<file path="config.mk">
export PLATFORM = sky130hd
export DESIGN_NAME = load_store_unit
export DESIGN_NICKNAME = d
export VERILOG_FILES = /design/src/rtl/lsu_pkg.sv /design/src/rtl/lsu_align.sv /design/src/rtl/load_store_unit.sv
export SDC_FILE = /design/constraint.sdc
export NUM_CORES = 1
export LEC_CHECK = 0
export ABC_AREA = 1
export CAP_MARGIN = 20
export CELL_PAD_IN_SITES_DETAIL_PLACEMENT = 1
export CELL_PAD_IN_SITES_GLOBAL_PLACEMENT = 1
export CORE_MARGIN = 2
export CORE_UTILIZATION = 31
export CTS_CLUSTER_DIAMETER = 60
export CTS_CLUSTER_SIZE = 30
export DETAILED_ROUTE_END_ITERATION = 7
export GPL_ROUTABILITY_DRIVEN = 0
export PLACE_DENSITY = 0.85
export SLEW_MARGIN = 20
export SYNTH_ARGS = -nofsm -noshare
export SYNTH_HDL_FRONTEND = slang
export SYNTH_SLANG_ARGS = --single-unit
export TNS_END_PERCENT = 20
</file>
<file path="constraint.sdc">
create_clock -name clk -period 2.3 [get_ports clk]
set_input_delay 0.345 -clock clk [delete_from_list [all_inputs] [get_ports clk]]
set_output_delay 0.345 -clock clk [all_outputs]
set_load 0.005 [all_outputs]
</file>
<file path="src/rtl/lsu_pkg.sv">
// Shared constants and types for the load/store unit: RV32I width codes,
// FSM states and response codes.
package lsu_pkg;

    localparam int LSU_XLEN = 32;
    localparam int LSU_BE_W = LSU_XLEN / 8;

    localparam logic [2:0] F3_B  = 3'b000;
    localparam logic [2:0] F3_H  = 3'b001;
    localparam logic [2:0] F3_W  = 3'b010;
    localparam logic [2:0] F3_BU = 3'b100;
    localparam logic [2:0] F3_HU = 3'b101;

    typedef enum logic [1:0] {
        IDLE = 2'b00,
        REQ  = 2'b01,
        RESP = 2'b10
    } state_t;

    typedef enum logic [1:0] {
        RESP_OK       = 2'b00,
        RESP_MISALIGN = 2'b01,
        RESP_ILLEGAL  = 2'b10
    } resp_t;

endpackage

</file>
<file path="src/rtl/lsu_align.sv">
// Byte-lane steering for the load/store unit: byte enables, store-data
// replication, load extraction/extension and legality/alignment flags.
module lsu_align
    import lsu_pkg::*;
(
    input  logic                store_i,
    input  logic [2:0]          funct3_i,
    input  logic [1:0]          addr_lo_i,
    input  logic [LSU_XLEN-1:0] wdata_i,
    input  logic [LSU_XLEN-1:0] rdata_i,
    output logic [LSU_BE_W-1:0] be_o,
    output logic [LSU_XLEN-1:0] wdata_o,
    output logic [LSU_XLEN-1:0] load_data_o,
    output logic                illegal_o,
    output logic                misalign_o
);

    logic [7:0]  byte_lane;
    logic [15:0] half_lane;

    assign byte_lane = rdata_i[{addr_lo_i, 3'b000} +: 8];
    assign half_lane = rdata_i[{addr_lo_i[1], 4'b0000} +: 16];

    always_comb begin
        // NOTE: every output gets a default first so no path through the case infers a latch.
        be_o        = '0;
        wdata_o     = '0;
        load_data_o = '0;
        illegal_o   = 1'b0;
        misalign_o  = 1'b0;

        unique case (funct3_i)
            F3_B, F3_BU: begin
                be_o        = 4'b0001 << addr_lo_i;
                wdata_o     = {4{wdata_i[7:0]}};
                load_data_o = (funct3_i == F3_B) ? {{24{byte_lane[7]}}, byte_lane}
                                                 : {24'b0, byte_lane};
            end
            F3_H, F3_HU: begin
                be_o        = 4'b0011 << addr_lo_i;
                wdata_o     = {2{wdata_i[15:0]}};
                load_data_o = (funct3_i == F3_H) ? {{16{half_lane[15]}}, half_lane}
                                                 : {16'b0, half_lane};
                misalign_o  = addr_lo_i[0];
            end
            F3_W: begin
                be_o        = 4'b1111;
                wdata_o     = wdata_i;
                load_data_o = rdata_i;
                misalign_o  = (addr_lo_i != 2'b00);
            end
            default: illegal_o = 1'b1;
        endcase

        // Stores have no unsigned variants.
        if (store_i && funct3_i[2]) begin
            illegal_o = 1'b1;
        end
    end

endmodule

</file>
<file path="src/rtl/load_store_unit.sv">
// Memory-access stage: accepts one op from execute, runs a single-outstanding
// req/ack transaction to data memory and returns the result to writeback.
module load_store_unit
    import lsu_pkg::*;
#(
    parameter int XLEN = LSU_XLEN,
    parameter int BE_W = XLEN / 8
) (
    input  logic            clk,
    input  logic            reset,
    input  logic            req_valid,
    output logic            req_ready,
    input  logic            op_store,
    input  logic [2:0]      funct3,
    input  logic [XLEN-1:0] addr,
    input  logic [XLEN-1:0] wdata,
    output logic            mem_req,
    output logic            mem_we,
    output logic [XLEN-1:0] mem_addr,
    output logic [BE_W-1:0] mem_be,
    output logic [XLEN-1:0] mem_wdata,
    input  logic            mem_ack,
    input  logic [XLEN-1:0] mem_rdata,
    output logic            resp_valid,
    output logic [XLEN-1:0] resp_data,
    output logic [1:0]      resp_err
);

    state_t          state_q,     state_d;
    logic            op_store_q,  op_store_d;
    logic [2:0]      funct3_q,    funct3_d;
    logic [XLEN-1:0] addr_q,      addr_d;
    logic [XLEN-1:0] wdata_q,     wdata_d;
    logic [XLEN-1:0] resp_data_q, resp_data_d;
    resp_t           resp_err_q,  resp_err_d;

    logic            in_idle;
    logic            al_store;
    logic [2:0]      al_funct3;
    logic [1:0]      al_addr_lo;
    logic [XLEN-1:0] al_wdata;
    logic [BE_W-1:0] al_be;
    logic [XLEN-1:0] al_wdata_sh;
    logic [XLEN-1:0] al_load_data;
    logic            al_illegal;
    logic            al_misalign;

    // In IDLE the live request is checked; afterwards the latched copy drives the bus.
    assign in_idle    = (state_q == IDLE);
    assign al_store   = in_idle ? op_store   : op_store_q;
    assign al_funct3  = in_idle ? funct3     : funct3_q;
    assign al_addr_lo = in_idle ? addr[1:0]  : addr_q[1:0];
    assign al_wdata   = in_idle ? wdata      : wdata_q;

    lsu_align u_align (
        .store_i     (al_store),
        .funct3_i    (al_funct3),
        .addr_lo_i   (al_addr_lo),
        .wdata_i     (al_wdata),
        .rdata_i     (mem_rdata),
        .be_o        (al_be),
        .wdata_o     (al_wdata_sh),
        .load_data_o (al_load_data),
        .illegal_o   (al_illegal),
        .misalign_o  (al_misalign)
    );

    always_comb begin
        state_d     = state_q;
        op_store_d  = op_store_q;
        funct3_d    = funct3_q;
        addr_d      = addr_q;
        wdata_d     = wdata_q;
        resp_data_d = resp_data_q;
        resp_err_d  = resp_err_q;

        unique case (state_q)
            IDLE: begin
                if (req_valid) begin
                    op_store_d  = op_store;
                    funct3_d    = funct3;
                    addr_d      = addr;
                    wdata_d     = wdata;
                    resp_data_d = '0;
                    resp_err_d  = RESP_OK;
                    if (al_illegal) begin
                        resp_err_d = RESP_ILLEGAL;
                        state_d    = RESP;
                    end else if (al_misalign) begin
                        resp_err_d = RESP_MISALIGN;
                        state_d    = RESP;
                    end else begin
                        state_d    = REQ;
                    end
                end
            end
            REQ: begin
                if (mem_ack) begin
                    resp_data_d = op_store_q ? '0 : al_load_data;
                    resp_err_d  = RESP_OK;
                    state_d     = RESP;
                end
            end
            RESP:    state_d = IDLE;
            default: state_d = IDLE;
        endcase
    end

    always_ff @(posedge clk or negedge reset) begin
        if (!reset) begin
            state_q     <= IDLE;
            op_store_q  <= 1'b0;
            funct3_q    <= '0;
            addr_q      <= '0;
            wdata_q     <= '0;
            resp_data_q <= '0;
            resp_err_q  <= RESP_OK;
        end else begin
            // NOTE: non-blocking assignments so every register samples pre-edge values.
            state_q     <= state_d;
            op_store_q  <= op_store_d;
            funct3_q    <= funct3_d;
            addr_q      <= addr_d;
            wdata_q     <= wdata_d;
            resp_data_q <= resp_data_d;
            resp_err_q  <= resp_err_d;
        end
    end

    // Bus outputs are decoded from registered state, so they are stable for the whole REQ.
    assign req_ready  = in_idle;
    assign mem_req    = (state_q == REQ);
    assign mem_we     = mem_req & op_store_q;
    assign mem_addr   = mem_req ? {addr_q[XLEN-1:2], 2'b00} : '0;
    assign mem_be     = mem_req ? al_be : '0;
    assign mem_wdata  = mem_req ? al_wdata_sh : '0;
    assign resp_valid = (state_q == RESP);
    assign resp_data  = resp_data_q;
    assign resp_err   = resp_err_q;

endmodule

</file>
# After elaboration in Yosys (flattened, before gate mapping)
# Index checks and enable logic that the tools add are counted.
# classes
n_eq_ne,8
shifts,4
mux,29
n_bitwise,1
reduce_logical,11
# op_table
operator,n
32-bit 2-to-1 mux,8
32-bit one-hot mux with 3 select lines,2
32-bit one-hot mux with 2 select lines,1
32-bit by 6-bit indexed part select with 16-bit output,1
32-bit by 6-bit indexed part select with 8-bit output,1
2-bit 2-to-1 mux,8
4-bit one-hot mux with 3 select lines,1
2-bit one-hot mux with 2 select lines,2
3-bit equality test (second input constant),2
5-bit OR reduction,1
1-bit 2-to-1 mux,4
4-bit 2-to-1 mux,1
2-bit AND reduction,2
2-bit nonzero test,2
2-bit OR reduction,2
1-bit by 2-bit << shifter with 4-bit output (first input constant),1
2-bit by 2-bit << shifter with 4-bit output (first input constant),1
3-bit by 1-bit equality test with 1-bit output (second input constant),1
3-bit by 2-bit equality test with 1-bit output (second input constant),1
3-bit zero test,1
3-bit 2-to-1 mux,1
3-bit AND reduction,1
2-bit by 1-bit equality test with 1-bit output (second input constant),1
2-bit equality test (second input constant),1
other kinds (6),6
# word_totals
register_bits,104
in_bits,104
out_inout_bits,106
wordCells,60

# Depth between registers and ports, before layout
# Gate-level depths: netlist of the first run.
# depth
ltp_word,9
mapped_depth,13
depth_no_buf,11

# Modules after synthesis
# Synthesis of the first run repeated with hierarchy kept, for this count alone.
# hier_totals
hier_cells,1150
area_unflattened_um2,7100.6
# modules_own_cells
mod,n_inst,cells_per_inst,area_per_inst_um2,seq_area_each_um2
load_store_unit,1,752,5361.4,2602.5
lsu_align,1,398,1739.2,0.0

# Least setup slack after synthesis of the first run
# No wires, ideal clock.
# synth_path
path_kind,register -> output
start,register state_q[0]
end,output port mem_wdata[25]
arrival_time_ns,1.556
t_required_ns,1.955
slack_ns,0.399
path_stages_with_launch,11
path_buffers,1
path_cell_list,dfrtp_1 -> inv_1 -> nand2_2 -> buf_6 -> nand2_1 -> nand2_1 -> nor2_1 -> nand2_1 -> o21ai_1 -> a21oi_1 -> nor2_1
# synth_via
elab_chain_len,6
elab_cells_between_ends,13
classes_between,eq/ne (5); mux (4); reduce/logical (4)
# synth_lines
item,line,source
start: declaration,load_store_unit.sv:29,"state_t state_q, state_d;"
start signal: assignment,load_store_unit.sv:120,state_q <= state_d;
2-bit zero test,load_store_unit.sv:49,assign in_idle = (state_q == IDLE);
3-bit 2-to-1 mux,load_store_unit.sv:51,assign al_funct3 = in_idle ? funct3 : funct3_q;
3-bit equality test (tied with other cells),lsu_align.sv:32,unique case (funct3_i)
2-bit OR reduction,lsu_align.sv:32,
32-bit one-hot mux with 3 select lines,lsu_align.sv:32,
32-bit 2-to-1 mux *,load_store_unit.sv:136,assign mem_wdata = mem_req ? al_wdata_sh : '0;
end: declaration,load_store_unit.sv:21,"output logic [XLEN-1:0] mem_wdata,"
# Every way passes the cells marked *; elsewhere a longest branch is shown, timed or not.

# Final worst setup path of the first run
# layout_path
start,register state_q[1]
end,output port mem_wdata[29]
# The elaborated chain is that of the path after synthesis.

==> results of run 1 <==
[where the power goes]
group	internal (mW)	switching (mW)
Clock	0.881	0.807
Sequential	2.55	0.358
Combinational	3.10	4.22
Total	6.52	5.38
[registers in the layout, summed over array words and instances, names as in the netlist]
signal      flops
addr_q         32
funct3_q        3
op_store_q      1
resp_data      32
resp_err        2
state_q         2
wdata_q        32
[stage by stage]
stage,util,area [um2],power (mW),setup WS [ns]
3_3_place_gp,0.453,8730,8.37,-0.286
4_1_cts,0.493,9510,11.3,-0.192
3_5_place_dp,0.453,8730,8.59,-0.386
5_1_grt,0.514,9900,12.8,-0.313
6_report,0.514,9900,11.9,-0.219
2_1_floorplan,-,6030,5.90,0.399
[tightest hold or removal path: stages, from the launching register on]
cell and delay [ns]:
dfrtp_1 0.35, nand2_1 0.05, nand2_1 0.06
[Yosys cell counts, types with 3 or more instances]
cell | number | area (um2)
nand2_1 | 347 | 1300
nor2_1 | 128 | 480
inv_1 | 111 | 417
dfrtp_1 | 104 | 2600
o21ai_0 | 87 | 435
a21oi_1 | 46 | 230
nand3_1 | 36 | 180
clkbuf_1 | 20 | 75.1
buf_2 | 19 | 95.1
nand2_2 | 6 | 37.5
buf_4 | 5 | 37.5
nor2_4 | 3 | 33.8
[path summary, 6_finish.rpt]
path / from / end / slack [ns] / cells past startpoint
worst max-delay path: state_q[1] / mem_wdata[29] / -0.22 / 9
worst min-delay path: resp_data[0] / resp_data[0] / 0.49 / 2
worst max register to register: state_q[1] / resp_data[26] / 0.09 / 10
worst min register to register: resp_data[0] / resp_data[0] / 0.49 / 2
max in group asynchronous: reset / addr_q[31] / 1.16 / 3
min in group asynchronous: reset / wdata_q[18] / 0.50 / 2
[cell type report]
cell class,instances,area (um2),area share
Multi-Input combinational cell,662,3160,0.319
Timing Repair Buffer,301,3040,0.307
Sequential cell,104,2610,0.263
Inverter,115,439,0.0444
Tap cell,265,332,0.0335
Clock buffer,9,225,0.0228
Clock inverter,7,96.3,0.00974
[what timing repair did]
item / in CTS / in global routing
gates cloned: 3 / 3
gates resized for setup: 219 / 91
endpoints found under the hold margin: 35 / 0
setup buffers: 30 / 13
hold buffers: 1 / 0
setup endpoints to repair: 68 / 94
pin swaps: 26 / 21
[layer usage]
metal,track usage,part of all wire,up-vias
met1,0.296,0.40,3373
met4,0.0857,0.039,0
met2,0.421,0.49,245
met5,0,0,-
li1,-,-,3355
met3,0.0570,0.075,63
[logic make-up (layout without fill, tap and decap cells)]
| family | Yosys count | in the layout | synth area share |
|---|---|---|---|
| other | 1 | 2 | 0.000622 |
| buffers and inverters | 162 | 432 | 0.110 |
| DFF | 104 | 104 | 0.432 |
| and+or+nand+nor | 522 | 523 | 0.340 |
| AOI/OAI and AO/OA | 137 | 137 | 0.117 |
==> impl_metrics.env, run 1 <==
export IMPL_status="finished with violations"
export IMPL_violations="setup timing"
export IMPL_cts_root_buf="clkbuf_16"
export IMPL_die_height_um=143
export IMPL_setup_viol=36
export IMPL_layoutNonFillerInstCount=1463
export IMPL_cts_inserted_buffers=9
export IMPL_drtIter0Drc=290
export IMPL_layout_setup_ws_ns=-0.219
export IMPL_port_buffers=207
export IMPL_rsz0062_at_grt="true"
export IMPL_post_drt_wl_per_cell_um=17.9
export IMPL_critPathLaunchType="flip-flop"
export IMPL_worstSkewPairLatency_ns=0.36
export IMPL_yosysWarningCount=0
export IMPL_clock_fmax_mhz=397
export IMPL_place_inst=1403
export IMPL_grt_pass1_wl_um=38900
export IMPL_slew_headroom=0.643
export IMPL_cpPeakStageDelay_ns=0.47
export IMPL_crit_buf_inv=4
export IMPL_io_pins=210
export IMPL_fp_row_count=51
export IMPL_path_clk_slew_ns=0.08
export IMPL_drv_slew=0
export IMPL_worstSetupPathType="reg -> out"
export IMPL_cts_tree="built"
export IMPL_antenna_found_initial=1
export IMPL_setup_tns_ns=-5.53
export IMPL_worstSetupEndpointType="output pin"
export IMPL_n_antenna_cell=0
export IMPL_n_fill_cell=2382
export IMPL_worst_path_max_fanout=24
export IMPL_dp_hpwl_um=17400
export IMPL_area_growth_syn_to_layout_pct=64.1
export IMPL_dr_pass1_iters=4
export IMPL_grtUsageTotal=0.243
export IMPL_routed_via_density=4.81
export IMPL_cellPowerDensity_mw_per_mm2=1200
export IMPL_synth_edf_count=0
export IMPL_synth_seq_area_share=0.432
export IMPL_syn_cell_area_mm2=0.00603
export IMPL_tightest_slew_ns=0.535
export IMPL_peakVddDrop_mv=0.441
export IMPL_period_share=1.10
export IMPL_crit_family="compound AO/OA/AOI/OAI gates"
export IMPL_initial_core_util=0.313
export IMPL_die_area_mm2=0.0206
export IMPL_core_area_mm2=0.0193
export IMPL_ys_ff_latch=104
export IMPL_cp_required_ns=1.96
export IMPL_cap_violations=0
export IMPL_synthArstFlopShare=1.00
export IMPL_fin_crit_ns=2.52
export IMPL_post_synth_inst_count=926
export IMPL_via_count=7036
export IMPL_hp_class="reg -> reg"
export IMPL_final_layout_size_suffix_gt1_frac=0.199
export IMPL_synth_main_ff_cell="dfrtp_1"
export IMPL_grt_pass1_vias=7259
export IMPL_cts_num_sinks=104
export IMPL_layout_cells_most_common="nand2_1"
export IMPL_p_leak_nw=5.46
export IMPL_syn_area_per_cell_um2=6.51
export IMPL_cts_max_level=3
export IMPL_drt_wl_total_um=26200
export IMPL_drc=0
export IMPL_layout_common_cells="nand2_1 (323), clkdlybuf4s50_1 (137), nor2_1 (117)"
export IMPL_hold_viol=0
export IMPL_grt_max_degree=41
export IMPL_crit_path_cell_trace="inv_2 -> nand2_4 -> buf_4 -> buf_12 -> a21oi_1 -> nor2_4 -> a21oi_2 -> a21oi_4 -> buf_2"
export IMPL_ys_types=23
export IMPL_overflow=0
export IMPL_crit_slowest_cell="dfrtp_2"
export IMPL_nets=1297
export IMPL_crit_arrival_ns=2.17
export IMPL_fp_dieW_um=143
export IMPL_finalClockSkew_ns=0.0136
export IMPL_cts_buffer_depth=2
export IMPL_fin_hold_ws_ns=0.487
export IMPL_ant_nets=0
Note: power is estimated with default switching activity, not from simulation.
==> inputs of run 2 (changes only) <==
Clock period 2.3 ns to 2.5 ns, I/O delays scaled along.
==> run 2 against run 1 <==
Against the previous run: the run still ends with setup timing left; via count is 2.2% lower; worst setup slack better by 0.055 ns; cell count is 1.5% lower; routed wire length is 3.6% lower; final area is 3.5% lower; worst hold slack worse by 0.010 ns; global-route usage is 0.65 points lower; critical endpoint is now mem_wdata[20].
==> impl_metrics.env, run 2 (synthesis gave the netlist of run 1 again) <==
export IMPL_placed_area_mm2=0.00858
export IMPL_p_leak_nw=5.41
export IMPL_status="finished with violations"
export IMPL_drv_slew=0
export IMPL_violations="setup timing"
export IMPL_peakVddDrop_mv=0.544
export IMPL_crit_arrival_ns=2.29
export IMPL_hp_class="in -> async"
export IMPL_n_fill_cell=2457
export IMPL_cap_violations=0
export IMPL_cts_inserted_buffers=9
export IMPL_core_area_mm2=0.0193
export IMPL_cts_root_buf="clkbuf_16"
export IMPL_cts_tree="built"
export IMPL_cts_num_sinks=104
export IMPL_die_area_mm2=0.0206
export IMPL_layout_setup_ws_ns=-0.164
export IMPL_initial_core_util=0.313
export IMPL_crit_path_cell_trace="nor2_4 -> buf_12 -> nand2_4 -> nand2_2 -> nand3_4 -> buf_12 -> buf_4 -> buf_4 -> a21oi_2 -> a21oi_1 -> nor2_1 -> clkbuf_2"
export IMPL_fp_dieW_um=143
export IMPL_cpPeakStageDelay_ns=0.47
export IMPL_drt_wl_total_um=25300
export IMPL_io_pins=210
export IMPL_ant_nets=0
export IMPL_antenna_found_initial=1
export IMPL_die_height_um=143
export IMPL_worstSkewPairLatency_ns=0.37
export IMPL_crit_family="buffers and inverters"
export IMPL_cts_buffer_depth=2
export IMPL_drtIter0Drc=271
export IMPL_area_growth_syn_to_layout_pct=58.4
export IMPL_layout_common_cells="nand2_1 (327), clkdlybuf4s50_1 (143), nor2_1 (117)"
export IMPL_via_count=6881
export IMPL_clock_fmax_mhz=375
export IMPL_worstSetupPathType="reg -> out"
export IMPL_fin_hold_ws_ns=0.477
export IMPL_p_total_mw=10.4
export IMPL_setup_tns_ns=-1.13
export IMPL_utilization=0.496
export IMPL_port_buffers=207
export IMPL_drc=0
export IMPL_dp_hpwl_um=17600
export IMPL_critPathLaunchType="flip-flop"
export IMPL_grt_pass1_wl_um=37600
export IMPL_cellPowerDensity_mw_per_mm2=1090
export IMPL_tightest_slew_ns=0.519
export IMPL_layoutNonFillerInstCount=1441
export IMPL_slew_headroom=0.653
export IMPL_fin_crit_ns=2.66
export IMPL_nets=1275
export IMPL_final_layout_size_suffix_gt1_frac=0.164
export IMPL_grtUsageTotal=0.236
export IMPL_period_share=1.07
export IMPL_hold_viol=0
export IMPL_setup_viol=17
export IMPL_crit_buf_inv=5
export IMPL_post_place_ws_ns=-0.190
export IMPL_crit_slowest_cell="dfrtp_2"
export IMPL_overflow=0
export IMPL_rsz0062_at_grt="true"
export IMPL_post_drt_wl_per_cell_um=17.5
export IMPL_path_clk_slew_ns=0.08
export IMPL_grt_max_degree=103
export IMPL_cts_max_level=3
export IMPL_grt_pass1_vias=6902
export IMPL_place_inst=1392
export IMPL_dr_pass1_iters=4
export IMPL_routed_via_density=4.78
export IMPL_layout_cells_most_common="nand2_1"
export IMPL_n_antenna_cell=0
export IMPL_final_area_mm2=0.00955
export IMPL_cp_required_ns=2.12
export IMPL_worstSetupEndpointType="output pin"
export IMPL_worst_path_max_fanout=6
export IMPL_fp_row_count=51
export IMPL_finalClockSkew_ns=0.00953
run 2: repair_timing:
item | in CTS | in global routing
hold buffers | 1 | 0
resized for setup | 118 | 127
pin swaps | 11 | 12
endpoints found under the setup margin | 48 | 74
hold endpoints to repair | 21 | 0
gates cloned | 4 | 0
setup buffers | 13 | 16
run 2: worst paths after layout:
kind	from	endpoint	slack, ns	depth (start not counted)
min reg2reg	resp_data[26]	resp_data[26]	0.49	2
min	reset	wdata_q[29]	0.48	2
max reg2reg	state_q[1]	resp_data[24]	0.25	12
min in group clk	resp_data[26]	resp_data[26]	0.49	2
max	state_q[0]	mem_wdata[20]	-0.16	12
max in group asynchronous	reset	state_q[0]	1.29	3
run 2: metal layers:
metal / up-vias / routed length (um) / global-route usage
li1: 3309 / - / -
met1: 3322 / 10400 / 0.285
met2: 207 / 12300 / 0.402
met3: 41 / 2000 / 0.0770
met4: 2 / 490 / 0.0728
met5: - / 11 / 0
run 2: cell type report:
type / instances / area, um2 / area share
clock buffers: 9 / 225 / 0.0236
multi-input cells: 662 / 3060 / 0.320
inverters: 115 / 448 / 0.0469
repair buffers: 279 / 2810 / 0.294
clock inverters: 7 / 81.3 / 0.00851
well taps: 265 / 332 / 0.0347
flip-flops and latches: 104 / 2610 / 0.273
run 2: where the power goes:
part           internal, mW  switching (mW)
Clock                 0.718           0.764
Combinational          2.60            3.65
Sequential             2.34           0.324
run 2: worst register-to-register path: stages (launching register included):
cell,delay [ns]
dfrtp_2,0.46
buf_6,0.14
nor2_4,0.16
buf_12,0.14
buf_16,0.15
nand2_1,0.22
nand3_1,0.15
nand2_1,0.11
nor2_4,0.37
nor2_1,0.09
nand2_1,0.07
nand2_1,0.06
nand2_1,0.07
